==> config.mk <==
export PLATFORM = sky130hd
export DESIGN_NAME = branch_predictor
export DESIGN_NICKNAME = d
export VERILOG_FILES = /design/src/rtl/branch_predictor.sv
export SDC_FILE = /design/constraint.sdc
export NUM_CORES = 2
export LEC_CHECK = 0
export CAP_MARGIN = 20
export CORE_UTILIZATION = 35
export CTS_CLUSTER_SIZE = 20
export DETAILED_ROUTE_END_ITERATION = 6
export PLACE_DENSITY = 0.6
export SLEW_MARGIN = 20
export SYNTH_ARGS = -nofsm -noshare
export SYNTH_HDL_FRONTEND = slang
export SYNTH_SLANG_ARGS = --single-unit
export TNS_END_PERCENT = 1
==> constraint.sdc <==
create_clock -name CLK -period 5.53 [get_ports CLK]
set_clock_uncertainty 0.1 [all_clocks]
set_input_delay 1.106 -clock CLK [delete_from_list [all_inputs] [get_ports CLK]]
set_output_delay 1.106 -clock CLK [all_outputs]
set_load 0.01 [all_outputs]
==> src/rtl/branch_predictor.sv <==
`default_nettype none
// ----------------------------------------------------------------------------
// branch_predictor : direct-mapped BTB with 2-bit counters, shadow ID/EX/MEM
//                    prediction pipeline, MEM-stage mispredict check, stats.
// Revision 1.0
// ----------------------------------------------------------------------------
module branch_predictor #(
  parameter int BTB_IDX_W = 4,
  parameter int TAG_W     = 30 - BTB_IDX_W
) (
  input  logic        CLK,
  input  logic        RST,
  input  logic [31:0] pc_if,
  output logic        predict_taken,
  output logic [31:0] predict_target,
  input  logic        pc_disable,
  input  logic        ifid_disable,
  input  logic        idex_disable,
  input  logic        ifid_flush,
  input  logic        idex_flush,
  input  logic        exmem_flush,
  input  logic        exmem_disable,
  input  logic        is_branch_mem,
  input  logic        takebranch_mem,
  input  logic [31:0] branch_target_mem,
  output logic        wrong,
  output logic [31:0] pc_restore_mem,
  output logic [31:0] branch_count,
  output logic [31:0] mispredict_count
);

  localparam int BTB_N = 1 << BTB_IDX_W;

  typedef struct packed {
    logic        valid;
    logic [31:0] pc;
    logic        pred_taken;
    logic [31:0] pred_target;
  } shadow_t;

  logic [BTB_N-1:0] btb_valid_q, btb_valid_d;
  logic [TAG_W-1:0] btb_tag_q [BTB_N];
  logic [TAG_W-1:0] btb_tag_d [BTB_N];
  logic [31:0]      btb_tgt_q [BTB_N];
  logic [31:0]      btb_tgt_d [BTB_N];
  logic [1:0]       btb_ctr_q [BTB_N];
  logic [1:0]       btb_ctr_d [BTB_N];

  shadow_t id_q, id_d, ex_q, ex_d, mem_q, mem_d;
  logic [31:0] branch_count_q, branch_count_d;
  logic [31:0] mispredict_count_q, mispredict_count_d;

  logic [BTB_IDX_W-1:0] if_idx, mem_idx;
  logic [TAG_W-1:0]     if_tag, mem_tag;
  logic                 if_hit, mem_hit, retire;

  // IF holds simply by the hazard unit not moving pc_if; low PC bits are always zero.
  logic unused_sigs;
  assign unused_sigs = ^{pc_disable, pc_if[1:0]};

  assign if_idx  = pc_if[BTB_IDX_W+1:2];
  assign if_tag  = pc_if[31:BTB_IDX_W+2];
  assign mem_idx = mem_q.pc[BTB_IDX_W+1:2];
  assign mem_tag = mem_q.pc[31:BTB_IDX_W+2];

  always_comb begin
    if_hit         = btb_valid_q[if_idx] && (btb_tag_q[if_idx] == if_tag);
    predict_taken  = if_hit && btb_ctr_q[if_idx][1];
    predict_target = predict_taken ? btb_tgt_q[if_idx] : 32'h0;
  end

  // Flush only drops the valid bit; the payload is left as it was.
  always_comb begin
    id_d = id_q;
    if (ifid_flush)         id_d.valid = 1'b0;
    else if (!ifid_disable) id_d = {1'b1, pc_if, predict_taken, predict_target};

    ex_d = ex_q;
    if (idex_flush)         ex_d.valid = 1'b0;
    else if (!idex_disable) ex_d = id_q;

    mem_d = mem_q;
    if (exmem_flush)         mem_d.valid = 1'b0;
    else if (!exmem_disable) mem_d = ex_q;
  end

  always_comb begin
    wrong = 1'b0;
    if (mem_q.valid) begin
      if (is_branch_mem)
        wrong = (mem_q.pred_taken != takebranch_mem) ||
                (takebranch_mem && (mem_q.pred_target != branch_target_mem));
      else
        wrong = mem_q.pred_taken;
    end
  end

  assign retire  = mem_q.valid && !exmem_disable;
  assign mem_hit = btb_valid_q[mem_idx] && (btb_tag_q[mem_idx] == mem_tag);

  always_comb begin
    btb_valid_d        = btb_valid_q;
    btb_tag_d          = btb_tag_q;
    btb_tgt_d          = btb_tgt_q;
    btb_ctr_d          = btb_ctr_q;
    branch_count_d     = branch_count_q;
    mispredict_count_d = mispredict_count_q;
    if (retire) begin
      if (is_branch_mem) begin
        if (mem_hit) begin
          if (takebranch_mem) begin
            if (btb_ctr_q[mem_idx] != 2'b11) btb_ctr_d[mem_idx] = btb_ctr_q[mem_idx] + 2'd1;
            btb_tgt_d[mem_idx] = branch_target_mem;
          end else if (btb_ctr_q[mem_idx] != 2'b00) begin
            btb_ctr_d[mem_idx] = btb_ctr_q[mem_idx] - 2'd1;
          end
        end else if (takebranch_mem) begin
          btb_valid_d[mem_idx] = 1'b1;
          btb_tag_d[mem_idx]   = mem_tag;
          btb_tgt_d[mem_idx]   = branch_target_mem;
          btb_ctr_d[mem_idx]   = 2'b10;
        end
        if (branch_count_q != 32'hFFFF_FFFF) branch_count_d = branch_count_q + 32'd1;
      end else if (mem_q.pred_taken) begin
        btb_valid_d[mem_idx] = 1'b0;
      end
      if (wrong && (mispredict_count_q != 32'hFFFF_FFFF))
        mispredict_count_d = mispredict_count_q + 32'd1;
    end
  end

  always_ff @(posedge CLK) begin
    if (RST) begin
      btb_valid_q        <= '0;
      for (int i = 0; i < BTB_N; i++) begin
        btb_tag_q[i] <= '0;
        btb_tgt_q[i] <= '0;
        btb_ctr_q[i] <= 2'b01;
      end
      id_q               <= '0;
      ex_q               <= '0;
      mem_q              <= '0;
      branch_count_q     <= '0;
      mispredict_count_q <= '0;
    end else begin
      btb_valid_q        <= btb_valid_d;
      btb_tag_q          <= btb_tag_d;
      btb_tgt_q          <= btb_tgt_d;
      btb_ctr_q          <= btb_ctr_d;
      id_q               <= id_d;
      ex_q               <= ex_d;
      mem_q              <= mem_d;
      branch_count_q     <= branch_count_d;
      mispredict_count_q <= mispredict_count_d;
    end
  end

  assign pc_restore_mem   = mem_q.pc + 32'd4;
  assign branch_count     = branch_count_q;
  assign mispredict_count = mispredict_count_q;

endmodule
`default_nettype wire

After elaboration in Yosys (flattened, before gate mapping)
Cells that the tools add are included.
{"block": "classes", "add_sub_neg": 5, "order_cmp": 6, "eq_ne": 10, "mux": 43, "n_bitwise": 15, "n_reduce_logical": 26}
{"op": "bitwise mux 512 bit", "count": 1}
{"op": "bitwise mux 416 bit", "count": 1}
{"op": "two-way mux 32 bit", "count": 9}
{"op": "binary-select mux 26 bit (select 4 bit)", "count": 2}
{"op": "two-way mux 26 bit", "count": 5}
{"op": "binary-select mux 32 bit (select 4 bit)", "count": 1}
{"op": "demux 32 bit (select 4 bit)", "count": 1}
{"op": "demux 26 bit (select 4 bit)", "count": 1}
{"op": "adder 32 x 1 -> 32 bit (second input constant)", "count": 2}
{"op": "bitwise mux 32 bit", "count": 2}
{"op": "two-way mux 16 bit", "count": 4}
{"op": "inequality test 32 bit (second input constant)", "count": 2}
{"op": "== test 26 bit", "count": 2}
{"op": "adder 32 x 3 -> 32 bit (second input constant)", "count": 1}
{"op": "AND 16 bit", "count": 2}
{"op": "inequality test 32 bit", "count": 1}
{"op": "NOT 16 bit", "count": 2}
{"op": "OR 16 bit", "count": 2}
{"op": "binary-select mux 2 bit (select 4 bit)", "count": 2}
{"op": ">= comparator 5 bit (second input constant)", "count": 2}
{"op": "< comparator 4 x 5 -> 1 bit (second input constant)", "count": 2}
{"op": "two-way mux 2 bit", "count": 5}
{"op": "NOT 4 -> 5 bit", "count": 2}
{"op": "binary-select mux 1 bit (select 4 bit)", "count": 2}
{"op": "other kinds (21)", "count": 49}
{"block": "word_totals", "reg_bits": 1238, "inputBits": 75, "output_inout_bits": 130, "word_cells": 168}

Depth between registers and ports, before layout
{"block": "logic_depth", "depth_word": 9, "depth_mapped": 17, "ltp_nobuf": 10}

Worst setup path before layout
OpenSTA, ideal clock, no wires.
{"block": "synth_timing", "path_type": "input to output", "start": "input port pc_if[3]", "end": "output port predict_target[10]", "arrival_time_ns": 3.885, "t_required_ns": 4.324, "path_slack_ns": 0.439, "stages": 14, "path_buffers": 6, "cell_sequence": "clkbuf_1 -> clkbuf_1 -> buf_2 -> mux4_2 -> a211oi_1 -> a21oi_1 -> xnor2_1 -> nand2_1 -> nor4_1 -> nand3_1 -> buf_2 -> buf_6 -> clkbuf_1 -> nor2_1"}
{"block": "synth_via", "elab_chain_cells": 8, "word_cells_on_any_way": 16, "classes_between": "eq/ne (1); mux (12); bitwise (1); reduce/logical (2)"}
{"element": "start: declaration", "line_no": "13", "source": "input logic [31:0] pc_if,"}
{"element": "NOT 4 -> 5 bit (not written as such)", "line_no": "67, 68, 69"}
{"element": "binary-select mux 26 bit (select 4 bit)", "line_no": "67", "source": "if_hit = btb_valid_q[if_idx] && (btb_tag_q[if_idx] == if_tag);"}
{"element": "two-way mux 26 bit (not written as such) (2 in series)", "line_no": "67"}
{"element": "== test 26 bit", "line_no": "67"}
{"element": "logical AND 1 bit", "line_no": "67"}
{"element": "logical AND 1 bit", "line_no": "68", "source": "predict_taken = if_hit && btb_ctr_q[if_idx][1];"}
{"element": "two-way mux 32 bit *", "line_no": "69", "source": "predict_target = predict_taken ? btb_tgt_q[if_idx] : 32'h0;"}
{"element": "end: declaration", "line_no": "15", "source": "output logic [31:0] predict_target,"}
Mark *: on every way between the ends. The rest lies on a longest branch, timed or not. The select of a mux whose other input is x is not followed.

Final worst setup path
{"block": "layout_timing", "start": "input port pc_if[2]", "end": "output port predict_target[18]"}
Same word-level chain as after synthesis.

==> results.ini <==
[outcome]
outcome=complete, no violations

[placement]
place_area_um2=62800
io_buffer_count=203
dp_hpwl_um=135000
dpl.cell_count=8735
pre_cts_slack_ns=-0.584
gp_congestion=0.923

[global_routing]
grt_pass1_wl_um=326000
antenna_found_initial=1
grt_max_degree=153
grt_pass1_vias=49100
grt_use_total_pct=25.7
overflow=0

[yosys]
syn-cell-area_um2=57900
ys_dominant_reg_cell=dfxtp_1
synth_seq_cells=1238
synth_cells=6726
synth.avg_cell_area_um2=8.60
synth_edf_count=0
seq_area_frac_synth_pct=42.8
yosys.area_share.simple_pct=20.1
yosysTopAreaCell=dfxtp_1
synthTopCellsByArea=dfxtp_1 43%, mux4_2 13%, nand2_1 12%, a21oi_1 10%, nand3_1 4.0%
async_reset_ff_share_pct=0
synth-adder-area-share_pct=0.173
synth_top_family_by_area=simple AND/OR/NAND/NOR gates
synth_top_area_share_pct=42.8
yosysWarnings=0
synth_xor_area_share_pct=2.50
synthMuxAreaShare_pct=17.0
synth_cell_type_count=84
synth-compound-area-share_pct=12.1
syn_nets=6809

[critical_path]
path_delay_family=multiplexers
slowest_delay_ns=0.50
worst-path-buf-inv=5
arrival_ns=4.30
path_class=input pin to output port
slowest_stage=mux4_2
cp-end-kind=output port
crit_chain=buf_16 -> buf_12 -> mux4_2 -> mux4_2 -> xnor2_1 -> nand4_1 -> nor3_1 -> buf_4 -> nand3_2 -> buf_12 -> nor2_1 -> dlygate4sd2_1
required_ns=4.32
cp_max_fo=38
start_kind=input pin

[timing]
setup_slack_ns=0.0211
hold_violations=0
fin_crit_ns=5.51
finalSetupViolations=0
grt_setup_unrepaired=true
max_slew_margin_pct=26.1
fmax_mhz=182
min_period_over_period_pct=99.6
maxSlewViolCount=0
hold_ws_ns=0.346
worst_pin_slew_ns=1.11
setup-tns-final_ns=0

[route]
drt-total-wl_um=222000
vias=52000
drt-initial-drc-count=7301
routedWlPerCell_um=24.7
viasPerCell=5.79
drc_errors=0
ant_nets=0
first_pass_iters=6

[finish]
fin_area_um2=67200
drive_gt1_share_pct=14.5
fin_nets=6784
syn_to_final_growth_pct=16.1
layout_common_cells=1,855 x nand2_1, 1,234 x dfxtp_1, 1,160 x a21oi_1
layout.cells.non_filler=8976
antenna_cells=0
final_common_cell=nand2_1

[clocking]
cts_max_level=4
clock-sinks=1238
cts_buffer_depth=3
tritoncts=yes
cts_buffers=136
clock_latency_ns=0.78
postCtsHoldBufs=0
clockRootBuffer=clkbuf_16
clk_pin_slew_worst_paths_ns=0.06

[power]
peakVddDrop_mv=0.260
powerDensity_nw_per_um2=279
leakagePower_nw=21.5

[die]
die_y_um=409
die_w_um=409
initial_core_util_pct=35.4
coreArea_um2=163000
ioPinCount=205
die_area_um2=167000
rows=148

[hold_path]
hold_class=flip-flop to flip-flop

[flow_run]
cap_violations=0

## worst paths after layout
kind | depth (start not counted) | slack, ns | startpoint | endpoint
setup / recovery | 12 | 0.02 | pc_if[2] | predict_target[18]
hold / removal | 2 | 0.35 | ex_q[36] | mem_idx[1]
setup reg to reg | 12 | 0.55 | mem_idx[3] | btb_tag_q[107]
hold reg to reg | 2 | 0.35 | ex_q[36] | mem_idx[1]
## area by class of cell
cell class	count	area [um^2]
Fill cell	16000	96100
Multi-Input combinational cell	4801	30300
Sequential cell	1238	24800
Timing Repair Buffer	507	5000
Clock buffer	202	3970
Tap cell	2175	2720
Clock inverter	36	363
Inverter	17	63.8
## timing repair
| action | 4_1_cts | 5_1_grt |
|---|---|---|
| resized for setup | 40 | 36 |
| pin swaps | 1 | 1 |
| cloned | 1 | 0 |
| setup buffers | 0 | 2 |
| setup endpoints to repair | 34 | 33 |
## kinds of logic (layout without fill, tap and decap cells)
| logic type | Yosys count | count (layout) |
|---|---|---|
| XOR/XNOR | 164 | 164 |
| buffers and inverters | 687 | 762 |
| flip-flops | 1238 | 1238 |
| AO/OA/AOI/OAI | 1329 | 1329 |
| multiplexers | 539 | 539 |
| AND/OR/NAND/NOR | 2761 | 2761 |
| adder cells (fa/ha/maj) | 8 | 8 |
## cell usage after synthesis, types with 12 or more instances
cell type	n
a211oi_1	25
a21oi_1	1160
a21oi_2	12
a22oi_1	16
and2_1	18
and3_1	26
buf_1	85
buf_2	100
buf_4	34
buf_6	18
clkbuf_1	428
dfxtp_1	1238
inv_1	15
mux2_2	39
mux2i_1	151
mux4_2	336
nand2_1	1857
nand2_2	15
nand3_1	462
nand4_1	40
nor2_1	194
nor2b_1	33
nor3_1	21
nor4_1	12
o21ai_0	43
or3_1	41
xnor2_1	106
xor2_1	57
## power breakdown
group	internal [mW]	switching [mW]	leakage [nW]	total, mW
combinational	0.256	0.558	9.37	0.814
clock	5.15	3.84	2.13	9.00
sequential	8.93	0.0124	9.97	8.95
total	14.3	4.41	21.5	18.8
## metal layers
metal  track usage, %  wire length [um]  up-vias
met5                0                 0        -
met4             14.3             13800        0
met3             5.09             22400      682
met2             40.4             99700     2818
met1             33.1             85900    25400
li1                 -                 -    23100
## registers in the layout, indices dropped and copies added (netlist names), 32 cells and up, named ones only
register          flops
btb_tag_q           416
branch_count         32
ex_q                 66
mem_q                62
mispredict_count     32
btb_ctr_q            32
id_q                 66
btb_tgt_q           512
## metrics by stage
stage | util [%] | power (mW)
final | 41.1 | 18.8
after global routing | 41.1 | 19.2
after CTS | 41.1 | 18.8
after detailed placement | 38.5 | 9.93
after global placement | 38.5 | 9.93
after floorplan | - | 9.61
## tightest hold or removal path, delay by kind of cell (launching register included)
| kind | cells | cell delay (ns) |
|---|---|---|
| AO/OA/AOI/OAI | 1 | 0.05 |
| flip-flops | 1 | 0.31 |
| AND/OR/NAND/NOR | 1 | 0.05 |
Note: power is estimated with default switching activity, not from simulation.
